$ cat src/rtl/single_port_ram_controller_pkg.sv
// Shared constants for the single-port RAM controller: grant encoding and the
// fixed-priority grant function used when round-robin arbitration is not built.
package single_port_ram_controller_pkg;

    typedef enum logic [1:0] {
        GRANT_NONE  = 2'd0,
        GRANT_WRITE = 2'd1,
        GRANT_READ  = 2'd2
    } grant_t;

    // Write always wins contention.
    function automatic grant_t fixed_priority_grant(input logic write_pending,
                                                    input logic read_pending);
        grant_t grant;
        grant = GRANT_NONE;
        if (write_pending)
            grant = GRANT_WRITE;
        else if (read_pending)
            grant = GRANT_READ;
        return grant;
    endfunction

endpackage

$ cat src/rtl/single_port_ram_controller_if.sv
// Bus bundle for the RAM controller: write/read request channels, read response
// channel and the RAM port. slave is the controller's view, master the client+RAM view.
interface single_port_ram_controller_if #(
    parameter int WIDTH         = 8,
    parameter int ADDRESS_WIDTH = 4
);
    logic                     write_request_valid;
    logic                     write_request_ready;
    logic [ADDRESS_WIDTH-1:0] write_request_address;
    logic [WIDTH-1:0]         write_request_data;

    logic                     read_request_valid;
    logic                     read_request_ready;
    logic [ADDRESS_WIDTH-1:0] read_request_address;

    logic                     read_response_valid;
    logic                     read_response_ready;
    logic [WIDTH-1:0]         read_response_data;

    logic                     ram_write_enable;
    logic                     ram_read_enable;
    logic [ADDRESS_WIDTH-1:0] ram_address;
    logic [WIDTH-1:0]         ram_write_data;
    logic [WIDTH-1:0]         ram_read_data;

    modport slave (
        input  write_request_valid, write_request_address, write_request_data,
        input  read_request_valid, read_request_address, read_response_ready,
        input  ram_read_data,
        output write_request_ready, read_request_ready,
        output read_response_valid, read_response_data,
        output ram_write_enable, ram_read_enable, ram_address, ram_write_data
    );

    modport master (
        output write_request_valid, write_request_address, write_request_data,
        output read_request_valid, read_request_address, read_response_ready,
        output ram_read_data,
        input  write_request_ready, read_request_ready,
        input  read_response_valid, read_response_data,
        input  ram_write_enable, ram_read_enable, ram_address, ram_write_data
    );

endinterface

$ cat src/rtl/single_port_ram_controller_arbiter.sv
// round_robin_arbiter_2: two-way write/read arbiter that alternates on contention.
// Used by single_port_ram_controller only when SINGLE_PORT_RAM_CONTROLLER_ROUND_ROBIN_EN is defined.
module round_robin_arbiter_2
    import single_port_ram_controller_pkg::*;
(
    input  logic   clock,
    input  logic   resetn,
    input  logic   write_pending,
    input  logic   read_pending,
    output grant_t grant
);

    // Reset value 1 means "write went last", so read wins the first contention.
    logic last_grant_write;

    always_ff @(posedge clock or negedge resetn) begin
        if (!resetn)
            last_grant_write <= 1'b1;
        else if (grant != GRANT_NONE)
            last_grant_write <= (grant == GRANT_WRITE);
    end

    always_comb begin
        grant = GRANT_NONE;
        if (write_pending && read_pending)
            grant = last_grant_write ? GRANT_READ : GRANT_WRITE;
        else if (write_pending)
            grant = GRANT_WRITE;
        else if (read_pending)
            grant = GRANT_READ;
    end

endmodule

$ cat src/rtl/single_port_ram_controller.sv
// Single-port RAM controller: arbitrates write/read requests onto one RAM port
// with a one-deep read response register. Round-robin contention when
// SINGLE_PORT_RAM_CONTROLLER_ROUND_ROBIN_EN is defined, otherwise write priority.
module single_port_ram_controller
    import single_port_ram_controller_pkg::*;
#(
    parameter int WIDTH         = 8,
    parameter int DEPTH         = 16,
    parameter int ADDRESS_WIDTH = $clog2(DEPTH)
)(
    input  logic                        clock,
    input  logic                        resetn,
    single_port_ram_controller_if.slave bus
);

    logic                     response_valid;
    logic [WIDTH-1:0]         response_data;
    logic                     read_eligible;
    logic                     write_pending;
    logic                     read_pending;
    logic [ADDRESS_WIDTH-1:0] address_next;
    grant_t                   grant;

    // A read may only be accepted if its result has somewhere to land this edge.
    assign read_eligible = !response_valid || bus.read_response_ready;
    assign write_pending = resetn && bus.write_request_valid;
    assign read_pending  = resetn && bus.read_request_valid && read_eligible;

`ifdef SINGLE_PORT_RAM_CONTROLLER_ROUND_ROBIN_EN
    round_robin_arbiter_2 u_arbiter (
        .clock         (clock),
        .resetn        (resetn),
        .write_pending (write_pending),
        .read_pending  (read_pending),
        .grant         (grant)
    );
`else
    assign grant = fixed_priority_grant(write_pending, read_pending);
`endif

    always_comb begin
        bus.write_request_ready = 1'b0;
        bus.read_request_ready  = 1'b0;
        bus.ram_write_enable    = 1'b0;
        bus.ram_read_enable     = 1'b0;
        bus.ram_write_data      = '0;
        address_next            = '0;
        case (grant)
            GRANT_WRITE: begin
                bus.write_request_ready = 1'b1;
                bus.ram_write_enable    = 1'b1;
                bus.ram_write_data      = bus.write_request_data;
                address_next            = bus.write_request_address;
            end
            GRANT_READ: begin
                bus.read_request_ready = 1'b1;
                bus.ram_read_enable    = 1'b1;
                address_next           = bus.read_request_address;
            end
            default: ;
        endcase
        bus.ram_address = address_next;
    end

    always_ff @(posedge clock or negedge resetn) begin
        if (!resetn) begin
            response_valid <= 1'b0;
            response_data  <= '0;
        end else if (grant == GRANT_READ) begin
            response_valid <= 1'b1;
            response_data  <= bus.ram_read_data;
        end else if (response_valid && bus.read_response_ready) begin
            response_valid <= 1'b0;
        end
    end

    assign bus.read_response_valid = response_valid;
    assign bus.read_response_data  = response_data;

endmodule

$ cat src/flat_wrapper.sv
// flat-port wrapper written by rule: the top's interface ports become plain ports
module single_port_ram_controller_flat import single_port_ram_controller_pkg::*;
#(
    parameter int WIDTH         = 8,
    parameter int DEPTH         = 16,
    parameter int ADDRESS_WIDTH = $clog2(DEPTH)
)
  (clock, resetn, bus_write_request_valid, bus_write_request_address, bus_write_request_data, bus_read_request_valid, bus_read_request_address, bus_read_response_ready, bus_ram_read_data, bus_write_request_ready, bus_read_request_ready, bus_read_response_valid, bus_read_response_data, bus_ram_write_enable, bus_ram_read_enable, bus_ram_address, bus_ram_write_data);
  single_port_ram_controller_if #(.WIDTH(WIDTH), .ADDRESS_WIDTH(ADDRESS_WIDTH)) bus_i ();
  input  logic clock;
  input  logic resetn;
  input wire logic [$bits(bus_i.write_request_valid)-1:0] bus_write_request_valid;
  input wire logic [$bits(bus_i.write_request_address)-1:0] bus_write_request_address;
  input wire logic [$bits(bus_i.write_request_data)-1:0] bus_write_request_data;
  input wire logic [$bits(bus_i.read_request_valid)-1:0] bus_read_request_valid;
  input wire logic [$bits(bus_i.read_request_address)-1:0] bus_read_request_address;
  input wire logic [$bits(bus_i.read_response_ready)-1:0] bus_read_response_ready;
  input wire logic [$bits(bus_i.ram_read_data)-1:0] bus_ram_read_data;
  output wire logic [$bits(bus_i.write_request_ready)-1:0] bus_write_request_ready;
  output wire logic [$bits(bus_i.read_request_ready)-1:0] bus_read_request_ready;
  output wire logic [$bits(bus_i.read_response_valid)-1:0] bus_read_response_valid;
  output wire logic [$bits(bus_i.read_response_data)-1:0] bus_read_response_data;
  output wire logic [$bits(bus_i.ram_write_enable)-1:0] bus_ram_write_enable;
  output wire logic [$bits(bus_i.ram_read_enable)-1:0] bus_ram_read_enable;
  output wire logic [$bits(bus_i.ram_address)-1:0] bus_ram_address;
  output wire logic [$bits(bus_i.ram_write_data)-1:0] bus_ram_write_data;
  assign bus_i.write_request_valid = bus_write_request_valid;
  assign bus_i.write_request_address = bus_write_request_address;
  assign bus_i.write_request_data = bus_write_request_data;
  assign bus_i.read_request_valid = bus_read_request_valid;
  assign bus_i.read_request_address = bus_read_request_address;
  assign bus_i.read_response_ready = bus_read_response_ready;
  assign bus_i.ram_read_data = bus_ram_read_data;
  assign bus_write_request_ready = bus_i.write_request_ready;
  assign bus_read_request_ready = bus_i.read_request_ready;
  assign bus_read_response_valid = bus_i.read_response_valid;
  assign bus_read_response_data = bus_i.read_response_data;
  assign bus_ram_write_enable = bus_i.ram_write_enable;
  assign bus_ram_read_enable = bus_i.ram_read_enable;
  assign bus_ram_address = bus_i.ram_address;
  assign bus_ram_write_data = bus_i.ram_write_data;
  single_port_ram_controller #(.WIDTH(WIDTH), .DEPTH(DEPTH), .ADDRESS_WIDTH(ADDRESS_WIDTH)) u_core (.clock(clock), .resetn(resetn), .bus(bus_i));
endmodule
$ cat config.mk
export PLATFORM = sky130hd
export DESIGN_NAME = single_port_ram_controller_flat
export DESIGN_NICKNAME = d
export VERILOG_FILES = /design/src/rtl/single_port_ram_controller_pkg.sv /design/src/rtl/single_port_ram_controller_if.sv /design/src/rtl/single_port_ram_controller_arbiter.sv /design/src/rtl/single_port_ram_controller.sv /design/src/flat_wrapper.sv
export SDC_FILE = /design/constraint.sdc
export NUM_CORES = 1
export LEC_CHECK = 0
export CAP_MARGIN = 20
export CORE_AREA = 2 2 49 51
export CTS_CLUSTER_SIZE = 20
export DETAILED_ROUTE_END_ITERATION = 16
export DIE_AREA = 0 0 51 53
export HOLD_SLACK_MARGIN = 0.06
export PLACE_DENSITY = 0.71
export SYNTH_ARGS = -nofsm -noshare
export SYNTH_HDL_FRONTEND = slang
export SYNTH_HIERARCHICAL = 1
export SYNTH_SLANG_ARGS = --single-unit
$ cat constraint.sdc
create_clock -name clock -period 1.3 [get_ports clock]
set_input_delay 0.26 -clock clock [delete_from_list [all_inputs] [get_ports clock]]
set_output_delay 0.26 -clock clock [all_outputs]
set_load 0.03 [all_outputs]
== Word level (Yosys, flattened, before mapping) ==
Cells that the tools add are included.
W data, S select, Z words.

* Bits in registers: 9
* Output and inout bits: 25
* Word-level logic and storage cells: 19

* Eq/ne operators: 2
* Multiplexer cells: 8
* Reduce and logical (&&, ||, !) cells: 7

{| class="wikitable"
|+ Operators with widths
! operator !! number
|-
| $mux W8 || 1
|-
| $pmux W4 S2 || 1
|-
| $logic_and A1 B1 Y1 || 4
|-
| $mux W1 || 4
|-
| $mux W2 || 2
|-
| $eq A2 B1 Y1 const B || 1
|-
| $eq A2 B2 Y1 const B || 1
|-
| $reduce_bool A2 Y1 || 1
|-
| $logic_not A1 Y1 || 1
|-
| $logic_or A1 B1 Y1 || 1
|}

== Longest topological paths before layout ==
Gate-level depths: netlist (run 1).

* Depth after elaboration: 7
* Gate-level depth with buffers: 4

== Worst setup path after synthesis (run 1) ==
No wires, ideal clock.

* Path kind: flip-flop to output port
* Start: register u_core.response_valid (netlist: u_core/bus.read_response_valid)
* End: output port bus_ram_address[0]
* Arrival: 1230 ps
* Required time: 1040 ps
* Setup slack: -190 ps
* Cell stages (with the launch flop): 4
* Cell sequence: dfrtp_1 > a21oi_2 > buf_6 > a22o_2

* Cells in the longest elaborated chain, start to end: 7
* Elaborated cells between the ends (all ways): 8
* Those cells by class: 2 x eq/ne; 3 x mux; 3 x reduce/logical

{| class="wikitable"
|+ Ends and longest elaborated chain
! element !! line !! text
|-
| start, declared || single_port_ram_controller.sv:16 || <nowiki>logic response_valid;</nowiki>
|-
| start signal, assigned || single_port_ram_controller.sv:67 || <nowiki>response_valid <= 1'b0;</nowiki>
|-
| start signal, assigned || single_port_ram_controller.sv:70 || <nowiki>response_valid <= 1'b1;</nowiki>
|-
| start signal, assigned || single_port_ram_controller.sv:73 || <nowiki>response_valid <= 1'b0;</nowiki>
|-
| $logic_not A1 Y1 * || single_port_ram_controller.sv:25 || <nowiki>assign read_eligible = !response_valid || bus.read_response_ready;</nowiki>
|-
| $logic_or A1 B1 Y1 * || single_port_ram_controller.sv:25 ||
|-
| $logic_and A1 B1 Y1 * || single_port_ram_controller.sv:27 || <nowiki>assign read_pending = resetn && bus.read_request_valid && read_eligible;</nowiki>
|-
| $mux W2 * || single_port_ram_controller_pkg.sv:18 || <nowiki>else if (read_pending)</nowiki>
|-
| $mux W2 * || single_port_ram_controller_pkg.sv:16 || <nowiki>if (write_pending)</nowiki>
|-
| $eq A2 B2 Y1 or $eq A2 B1 Y1 (tied branches) || single_port_ram_controller.sv:48 || <nowiki>case (grant)</nowiki>
|-
| $pmux W4 S2 * || single_port_ram_controller.sv:48 ||
|-
| end, declared || flat_wrapper.sv:25 || <nowiki>output wire logic [$bits(bus_i.ram_address)-1:0] bus_ram_address;</nowiki>
|}

Every way passes the cells marked *; elsewhere a longest branch is shown, timed or not.

== Worst setup path after layout (run 1) ==
Ends and elaborated chain as after synthesis.

==> impl_metrics.env, run 1 <==
export IMPL_yosys_warnings=6
export IMPL_synth_edf_count=0
export IMPL_setup_violations=12
export IMPL_vias=540
export IMPL_synth_xor_area_share_pct=0
export IMPL_n_fill_cell=192
export IMPL_violations="setup timing"
export IMPL_tns_ns=-1.48
export IMPL_rsz0062_at_grt="true"
export IMPL_ys_seq_area_share_pct=45.0
export IMPL_outcome="complete, but fails checks"
export IMPL_place_area_um2=1090
export IMPL_synthTopCellsByCount="9 x dfrtp_1, 8 x and3_2, 5 x mux2_4"
export IMPL_routed_via_density=4.12
export IMPL_finalMaxSlewViolations=0
export IMPL_min_path_type="input port to flop"
export IMPL_grt_antenna_before_repair=0
export IMPL_clockBufferDepth=2
export IMPL_slew_headroom_pct=79.0
export IMPL_setup_ws_ns=-0.180
export IMPL_core_area_um2=2150
export IMPL_p_leak_nw=0.600
export IMPL_synth_top_family_by_area="multiplexers"
export IMPL_overflow=0
export IMPL_syn_cell_area_um2=500
export IMPL_synth_largest_area_cell="dfrtp_1"
export IMPL_crit_required_ns=1.04
export IMPL_synthTopCellsByArea="dfrtp_1 45%, mux2_4 15%, and3_2 12%"
export IMPL_rows=17
export IMPL_ant_nets=0
export IMPL_cts_root_buf="clkbuf_4"
export IMPL_hold_depth=2
export IMPL_fin_area_um2=1220
export IMPL_synth_seq_cells=9
export IMPL_cts_buffers=3
export IMPL_final_nets=133
export IMPL_fin_crit_ns=1.48
export IMPL_cts_sinks=9
export IMPL_worst_pin_slew_ns=0.316
export IMPL_synth_area_per_cell_um2=12.8
export IMPL_synth_compound_area_share_pct=10.8
export IMPL_io_pins=54
export IMPL_post_synth_inst_count=39
export IMPL_synth_ff_type="dfrtp_1"
export IMPL_synthMuxAreaShare_pct=21.7
export IMPL_cts_clk_slew_worst_paths_ns=0.06
export IMPL_hold_viol=0
export IMPL_diodes=0
export IMPL_syn_to_final_growth_pct=144
export IMPL_maxCapViolations=0
export IMPL_path_class="flop to output pin"
export IMPL_min_period_over_period_pct=114
export IMPL_io_buffer_count=53
export IMPL_die_y_um=53
export IMPL_first_pass_iters=2
export IMPL_gp_congestion=0.631
export IMPL_crit_fanout=4
export IMPL_grt_max_degree=10
export IMPL_die_area_um2=2700
export IMPL_startpoint_type="flop"
export IMPL_grt_pass1_wl_um=2640
export IMPL_synth_simple_gate_area_share_pct=15.0
export IMPL_wl_per_cell_um=14.0
export IMPL_synth_top_area_share_pct=45.0
export IMPL_powerDensity_nw_per_um2=915
export IMPL_r2r_cells=5
export IMPL_cts_tree="built"
export IMPL_synth_fa_ha_area_share_pct=0
export IMPL_clock_fmax_ghz=0.675
export IMPL_start_util_pct=23.3
export IMPL_arrival_ns=1.22
export IMPL_drt_iter0_markers=2
export IMPL_ys_async_sr_fraction_pct=100
export IMPL_dieWidth_um=51
export IMPL_setup_worst_path_end_class="output pin"
export IMPL_clkLatencyLatePin_ns=0.25
export IMPL_post_synth_top_count_cell="dfrtp_1"
export IMPL_drc_errors=0
export IMPL_grt_usage_pct=13.7
export IMPL_dp_hpwl_um=1380
export IMPL_drive_gt1_share_pct=55.3
export IMPL_grt_pass1_vias=586
export IMPL_wirelength_um=1830
export IMPL_skew_ns=0.000629
export IMPL_synth_distinct_cells=13
export IMPL_htree_levels=1
export IMPL_ir_drop_uv=826
export IMPL_synth_fp_nets=68
## state kept, by name, indices dropped and copies added, names as in the netlist
| name | cells |
|---|---|
| u_core/bus.read_response_data | 8 |
| u_core/bus.read_response_valid | 1 |
## final cells by class
cell class / count / area, um^2 / share of cell area (%)
repair buffers: 64 / 629 / 51.6
clock buffers: 4 / 26.3 / 2.15
well taps: 28 / 35.0 / 2.87
multi-input cells: 24 / 295 / 24.2
flip-flops and latches: 9 / 226 / 18.6
inverters: 2 / 7.51 / 0.615
## kinds of logic (layout without fill, tap and decap cells)
| logic type | count (synthesis) | after routing |
|---|---|---|
| flip-flops | 9 | 9 |
| buffers and inverters | 6 | 70 |
| AND/OR/NAND/NOR | 10 | 10 |
| AO/OA/AOI/OAI | 6 | 6 |
| multiplexers | 8 | 8 |
## power breakdown
part / switching (mW) / internal, mW / leakage [nW] / total [mW]
clock: 0.0871 / 0.118 / 0.0150 / 0.205
combinational: 0.266 / 0.276 / 0.478 / 0.542
sequential: 0.0325 / 0.337 / 0.107 / 0.370
## metal layers
layer | vias up | routed length, um | GRT usage [%]
met5 | - | 0 | 0
met4 | 0 | 0 | 1.35
met3 | 0 | 80 | 5.65
met2 | 14 | 1060 | 26.0
met1 | 258 | 686 | 14.6
li1 | 268 | - | -
## worst max-delay path, stage by stage (launching register included)
cell     delay (ns)
dfrtp_2        0.42
a21oi_4        0.17
buf_12         0.13
a22o_4         0.12
buf_6          0.12
## worst paths after layout
| path | from | end | slack [ns] |
|---|---|---|---|
| min in group asynchronous | resetn | u_core/bus.read_response_data[2] | 0.50 |
| setup reg to reg | u_core/bus.read_response_valid | u_core/bus.read_response_data[4] | -0.10 |
| max in group asynchronous | resetn | u_core/bus.read_response_valid | 0.65 |
| setup / recovery | u_core/bus.read_response_valid | bus_ram_address[0] | -0.18 |
| hold / removal | bus_read_response_ready | u_core/bus.read_response_valid | 0.38 |
| hold reg to reg | u_core/bus.read_response_data[7] | u_core/bus.read_response_data[7] | 0.50 |
## cells in the final DEF (no fill, tap or decap)
master	count
dfrtp_1	8
and3_4	5
mux2_4	5
o21ai_0	1
clkdlybuf4s50_1	21
buf_4	12
a21oi_4	1
mux2_2	3
a22o_4	4
buf_2	1
dlygate4sd3_1	1
clkbuf_4	3
dfrtp_2	1
inv_2	1
clkbuf_1	1
buf_12	1
nand3b_1	1
buf_6	15
inv_1	1
and2_4	1
clkdlybuf4s15_1	3
dlymetal6s2s_1	3
clkbuf_2	1
and3_2	3
dlygate4sd2_1	6
## repair_timing
item	in CTS	in global routing
setup endpoints to repair	31	25
setup buffers	3	0
hold endpoints to repair	9	0
resized for setup	26	18
pin swaps	3	2
hold buffers	1	0
## metrics by stage
stage | util (%) | setup slack [ns] | total power, mW | instances | hold slack (ns)
3_5_place_dp | 51.0 | -0.454 | 0.921 | 123 | 0.494
4_1_cts | 55.2 | -0.218 | 1.12 | 131 | 0.370
3_3_place_gp | 51.0 | -0.437 | 0.915 | 123 | 0.493
6_report | 56.8 | -0.180 | 1.12 | 131 | 0.378
2_1_floorplan | - | -0.0153 | 0.653 | 39 | -0.0356
5_1_grt | 56.8 | -0.229 | 1.17 | 131 | 0.372
Power figures use the tool's default switching activity.
==> run 2: changes to the inputs <==
--- a/config.mk
+++ b/config.mk
@@ -12,7 +12,9 @@
 export DIE_AREA = 0 0 51 53
 export HOLD_SLACK_MARGIN = 0.06
 export PLACE_DENSITY = 0.71
+export SETUP_SLACK_MARGIN = 0.5
 export SYNTH_ARGS = -nofsm -noshare
 export SYNTH_HDL_FRONTEND = slang
 export SYNTH_HIERARCHICAL = 1
 export SYNTH_SLANG_ARGS = --single-unit
+export TNS_END_PERCENT = 5
==> run 2 against run 1 <==
Against the previous run:
- the flow still finishes with violations (setup timing)
- sequential share of layout area shrank 0.26 points
- via count shrank 2.2%
- flip-flop and latch count is the same
- clock skew is essentially flat
- maximum frequency shrank 0.30%
- first-iteration DRC count shrank 50%
- die area is the same
- critical path type unchanged
- critical endpoint is now bus_ram_address[2]
- largest power group unchanged
==> impl_metrics.env, run 2 (synthesis gave the netlist of run 1 again) <==
export IMPL_wl_met3_um=102
export IMPL_arrival_ns=1.22
export IMPL_fin_crit_ns=1.48
export IMPL_core_area_um2=2150
export IMPL_worst_pin_slew_ns=0.166
export IMPL_start_util_pct=23.3
export IMPL_wirelength_um=1780
export IMPL_vias=528
export IMPL_clkLatencyLatePin_ns=0.25
export IMPL_io_buffer_count=53
export IMPL_ir_drop_uv=848
export IMPL_r2r_start="u_core/bus.read_response_valid"
export IMPL_powerDensity_nw_per_um2=949
export IMPL_crit_fanout=4
export IMPL_final_common_cell="buf_6"
export IMPL_first_pass_iters=2
export IMPL_cts_root_buf="clkbuf_4"
export IMPL_clock_fmax_ghz=0.673
export IMPL_dieWidth_um=51
export IMPL_tns_ns=-1.10
export IMPL_r2r_end="u_core/bus.read_response_data[7]"
export IMPL_min_path_type="input port to flop"
export IMPL_drive_gt1_share_pct=61.4
export IMPL_dp_hpwl_um=1380
export IMPL_finalMaxSlewViolations=0
export IMPL_min_period_over_period_pct=114
export IMPL_maxCapViolations=0
export IMPL_die_y_um=53
export IMPL_met1_length_um=693
export IMPL_multi_input_area_um2=307
export IMPL_drc_errors=0
export IMPL_drt_iter0_markers=1
export IMPL_cts_sinks=9
export IMPL_worstHoldEndpoint="u_core/bus.read_response_valid"
export IMPL_cp_slowest_stage_delay_ns=0.42
export IMPL_outcome="complete, but fails checks"
export IMPL_cp_top_family="flip-flops"
export IMPL_io_pins=54
export IMPL_final_nets=131
export IMPL_overflow=0
export IMPL_dr_max_layer_used="met3"
export IMPL_routed_via_density=4.09
export IMPL_n_fill_cell=189
export IMPL_cts_tree="built"
export IMPL_slew_headroom_pct=88.9
export IMPL_rsz0062_at_grt="true"
export IMPL_r2r_cells=3
export IMPL_startpoint_type="flop"
export IMPL_dp_slack_ns=-0.454
export IMPL_largest_reg_flops=8
export IMPL_die_area_um2=2700
export IMPL_rows=17
export IMPL_worst_path_buf_inv=2
export IMPL_p_leak_nw=0.585
export IMPL_skew_ns=0.000456
export IMPL_htree_levels=1
export IMPL_grt_pass1_vias=581
export IMPL_cp_slowest_cell="dfrtp_2"
export IMPL_grt_max_degree=10
export IMPL_cts_buffers=3
export IMPL_final_cell_mix="26 x buf_6, 16 x clkdlybuf4s50_1, 10 x dlygate4sd2_1"
export IMPL_violations="setup timing"
export IMPL_clockBufferDepth=2
export IMPL_crit_required_ns=1.04
export IMPL_hold_start="resetn"
export IMPL_grt_antenna_before_repair=0
export IMPL_grt_pass1_wl_um=2620
export IMPL_cts_clk_slew_worst_paths_ns=0.06
export IMPL_setup_worst_path_end_class="output pin"
export IMPL_path_class="flop to output pin"
export IMPL_met2_length_um=979
export IMPL_ant_nets=0
export IMPL_diodes=0
export IMPL_path_cells="a21oi_4 > buf_12 > a22o_4 > buf_6"
export IMPL_hold_viol=0
export IMPL_grt_usage_pct=13.5
export IMPL_gp_congestion=0.631
export IMPL_setup_ws_ns=-0.185
export IMPL_layout_area_seq_um2=226
export IMPL_setup_violations=6
export IMPL_r2r_setup_slack_ns=0.05
export IMPL_hold_depth=3
export IMPL_syn_to_final_growth_pct=147
export IMPL_wl_per_cell_um=13.8
==> run 2: layout make-up <==
cell class                      count  share of cell area, %
Inverter                            2                  0.607
Clock buffer                        4                   2.12
Sequential cell                     9                   18.3
Tap cell                           28                   2.83
Multi-Input combinational cell     24                   24.8
Timing Repair Buffer               62                   51.4
==> run 2: worst max path at each step <==
stage | cells after the start | start | slack [ns] | endpoint
floorplan | 3 | u_core/bus.read_response_valid | -0.02 | bus_ram_address[0]
global placement | 6 | resetn | -0.44 | bus_ram_address[2]
detailed placement | 5 | resetn | -0.45 | u_core/bus.read_response_data[7]
CTS | 4 | u_core/bus.read_response_valid | -0.24 | bus_ram_address[2]
global route | 3 | u_core/bus.read_response_valid | -0.24 | bus_ram_read_enable
finish | 4 | u_core/bus.read_response_valid | -0.18 | bus_ram_address[2]
==> run 2: metal layers <==
metal,global-route usage [%],vias to the layer above
met1,15.1,251
met2,24.5,14
met3,5.93,0
met5,0,-
li1,-,263
met4,1.35,0
==> run 2: timing repair <==
action	CTS	global route
hold buffers	1	0
buffers inserted	1	0
pin swaps	12	11
resized for setup	97	1
endpoints found under the hold margin	9	0
endpoints found under the setup margin	34	34
gates cloned	0	0
==> run 2: worst reg2reg max path: stages, from the launching register on <==
cell and delay (ns):
dfrtp_2 0.42, a21oi_4 0.18, buf_4 0.20, mux2_2 0.34
==> run 2: where the power goes <==
part           internal [mW]  switching [mW]
Sequential             0.338          0.0444
Combinational          0.321           0.266
Clock                  0.118          0.0870
==> run 2: per-stage QoR <==
step / instance area (um^2) / hold slack [ns] / instances / util, % / power (mW)
after floorplan: 549 / -0.0356 / 39 / - / 0.653
after global placement: 1090 / 0.493 / 123 / 51.0 / 0.915
after detailed placement: 1090 / 0.494 / 123 / 51.0 / 0.921
after CTS: 1230 / 0.352 / 129 / 57.4 / 1.19
after global routing: 1240 / 0.372 / 129 / 57.6 / 1.23
final: 1240 / 0.358 / 129 / 57.6 / 1.17
==> run 3: changes to the inputs <==
--- a/config.mk
+++ b/config.mk
@@ -6,10 +6,10 @@
 export NUM_CORES = 1
 export LEC_CHECK = 0
 export CAP_MARGIN = 20
-export CORE_AREA = 2 2 49 51
+export CORE_AREA = 2 2 48 50
 export CTS_CLUSTER_SIZE = 20
 export DETAILED_ROUTE_END_ITERATION = 16
-export DIE_AREA = 0 0 51 53
+export DIE_AREA = 0 0 50 52
 export HOLD_SLACK_MARGIN = 0.06
 export PLACE_DENSITY = 0.71
 export SETUP_SLACK_MARGIN = 0.5
==> constraint.sdc (replaced) <==
create_clock -name clock -period 1.4 [get_ports clock]
set_input_delay 0.28 -clock clock [delete_from_list [all_inputs] [get_ports clock]]
set_output_delay 0.28 -clock clock [all_outputs]
set_load 0.03 [all_outputs]
==> run 3 against run 2 <==
Against the previous run:
- the run still ends with setup timing left
- cell count grew 0.78%
- design area grew 2.8%
- worst hold slack improved by 0.040 ns
- clock power fell by 3%
- die area is 3.8% lower
- clock skew up 0.0055 ns
- worst setup slack better by 0.063 ns
- wire length grew 0.51%
- largest power group unchanged
==> impl_metrics.env, run 3 (synthesis gave the netlist of run 1 again) <==
export IMPL_outcome="complete, but fails checks"
export IMPL_violations="setup timing"
export IMPL_r2r_cells=5
export IMPL_die_area_um2=2600
export IMPL_gp_congestion=0.577
export IMPL_cp_slowest_stage_delay_ns=0.24
export IMPL_io_buffer_count=53
export IMPL_n_fill_cell=177
export IMPL_htree_levels=1
export IMPL_sw_frac_of_total_pct=34.4
export IMPL_seqPwrFrac_pct=31.9
export IMPL_p_leak_nw=0.594
export IMPL_dieWidth_um=50
export IMPL_grt_pass1_wl_um=2770
export IMPL_path_class="input port to output pin"
export IMPL_cts_tree="built"
export IMPL_crit_required_ns=1.12
export IMPL_final_cell_mix="25 x buf_6, 16 x clkdlybuf4s50_1, 8 x and3_4, 8 x dfrtp_1, 7 x dlygate4sd2_1"
export IMPL_layout_area_seq_um2=226
export IMPL_core_area_um2=2110
export IMPL_dp_hpwl_um=1380
export IMPL_grt_usage_pct=13.9
export IMPL_powerDensity_nw_per_um2=873
export IMPL_final_common_cell="buf_6"
export IMPL_grt_antenna_before_repair=0
export IMPL_crit_fanout=6
export IMPL_diodes=0
export IMPL_rows=17
export IMPL_setup_violations=6
export IMPL_clock_power_share_pct=17.9
export IMPL_hold_depth=2
export IMPL_rsz0062_at_grt="true"
export IMPL_arrival_ns=1.24
export IMPL_cts_buffers=3
export IMPL_tns_ns=-0.598
export IMPL_vias=562
export IMPL_drc_errors=0
export IMPL_post_route_util_pct=60.4
export IMPL_setup_ws_ns=-0.122
export IMPL_slew_headroom_pct=88.3
export IMPL_largest_reg_flops=8
export IMPL_place_area_um2=1080
export IMPL_min_period_over_period_pct=109
export IMPL_power_mw=1.11
export IMPL_worst_pin_slew_ns=0.174
export IMPL_drt_iter0_markers=0
export IMPL_grt_max_degree=11
export IMPL_cp_slowest_cell="dlygate4sd2_1"
export IMPL_finalMaxSlewViolations=0
export IMPL_clock_fmax_ghz=0.657
export IMPL_clkLatencyLatePin_ns=0.25
export IMPL_grt_pass1_vias=636
export IMPL_routed_via_density=4.32
export IMPL_min_path_type="input port to flop"
export IMPL_multi_input_area_um2=307
export IMPL_hold_worst_slack_ns=0.398
export IMPL_skew_ns=0.00594
export IMPL_wl_per_cell_um=13.7
export IMPL_die_y_um=52
export IMPL_clockBufferDepth=2
export IMPL_wirelength_um=1780
export IMPL_startpoint_type="input port"
export IMPL_crit_cells=6
export IMPL_fin_crit_ns=1.52
export IMPL_fin_area_um2=1270
export IMPL_hold_viol=0
export IMPL_drive_gt1_share_pct=61.8
export IMPL_p_int_mw=0.728
export IMPL_setup_worst_path_end_class="output pin"
export IMPL_final_nets=132
export IMPL_io_pins=54
export IMPL_syn_to_final_growth_pct=154
export IMPL_cts_clk_slew_worst_paths_ns=0.06
export IMPL_cp_top_family="buffers and inverters"
export IMPL_cts_sinks=9
export IMPL_p_sw_mw=0.382
export IMPL_path_cells="dlygate4sd2_1 > nand3b_1 > a21oi_4 > buf_12 > a22o_4 > buf_6"
export IMPL_maxCapViolations=0
export IMPL_ant_nets=0
export IMPL_worst_path_buf_inv=3
export IMPL_cts_root_buf="clkbuf_4"
export IMPL_power_share_combinational_pct=50.2
export IMPL_ir_drop_uv=682
export IMPL_start_util_pct=23.8
export IMPL_first_pass_iters=1
export IMPL_overflow=0
==> run 3: changes by cell type in the layout (fill, tap and decap cells not counted), sizes merged <==
| cell | previous run | this run |
|---|---|---|
| dlygate4sd2 | 10 | 7 |
| clkdlybuf4s15 | 0 | 3 |
| clkbuf | 4 | 5 |
==> run 3: per-layer routing <==
layer,vias up,global-route usage [%],part of all wire [%]
li1,264,-,-
met3,0,3.74,9.4
met1,263,15.4,36
met2,35,25.0,55
met4,0,5.56,0
met5,-,0,0
==> run 3: worst paths after layout <==
| path | start | to | slack [ns] |
|---|---|---|---|
| setup / recovery | bus_read_request_valid | bus_ram_address[0] | -0.12 |
| hold / removal | bus_read_response_ready | u_core/bus.read_response_valid | 0.40 |
| setup reg to reg | u_core/bus.read_response_valid | u_core/bus.read_response_data[2] | 0.07 |
| hold reg to reg | u_core/bus.read_response_data[5] | u_core/bus.read_response_data[5] | 0.53 |
| max in group asynchronous | resetn | u_core/bus.read_response_valid | 0.64 |
| min in group asynchronous | resetn | u_core/bus.read_response_data[0] | 0.61 |
==> run 3: power groups by stage <==
| stage | Sequential (mW) | Combinational [mW] | Clock, mW |
|---|---|---|---|
| after floorplan | 0.451 | 0.156 | 0 |
| final | 0.354 | 0.557 | 0.199 |
| after global placement | 0.348 | 0.500 | 0 |
| after global routing | 0.360 | 0.586 | 0.217 |
| after detailed placement | 0.347 | 0.513 | 0 |
| after CTS | 0.355 | 0.553 | 0.202 |
==> run 3: metrics by stage <==
step,std cells,setup WS [ns]
after floorplan,39,0.0647
after global placement,121,-0.429
after detailed placement,121,-0.446
after CTS,129,-0.117
after global routing,130,-0.156
final,130,-0.122
==> run 3: cell type report <==
type / count / area share [%]
multi-input combinational: 24 / 24.1
timing repair buffer: 63 / 52.7
sequential: 9 / 17.8
clock buffer: 4 / 2.06
tap: 28 / 2.75
inverter: 2 / 0.590
==> run 3: timing repair <==
item                                    in CTS  in global routing
pin swaps                                   14                 14
hold buffers                                 0                  1
setup buffers                                4                  0
endpoints found under the setup margin      34                 33
endpoints found under the hold margin        0                  9
gates resized for setup                    103                 12
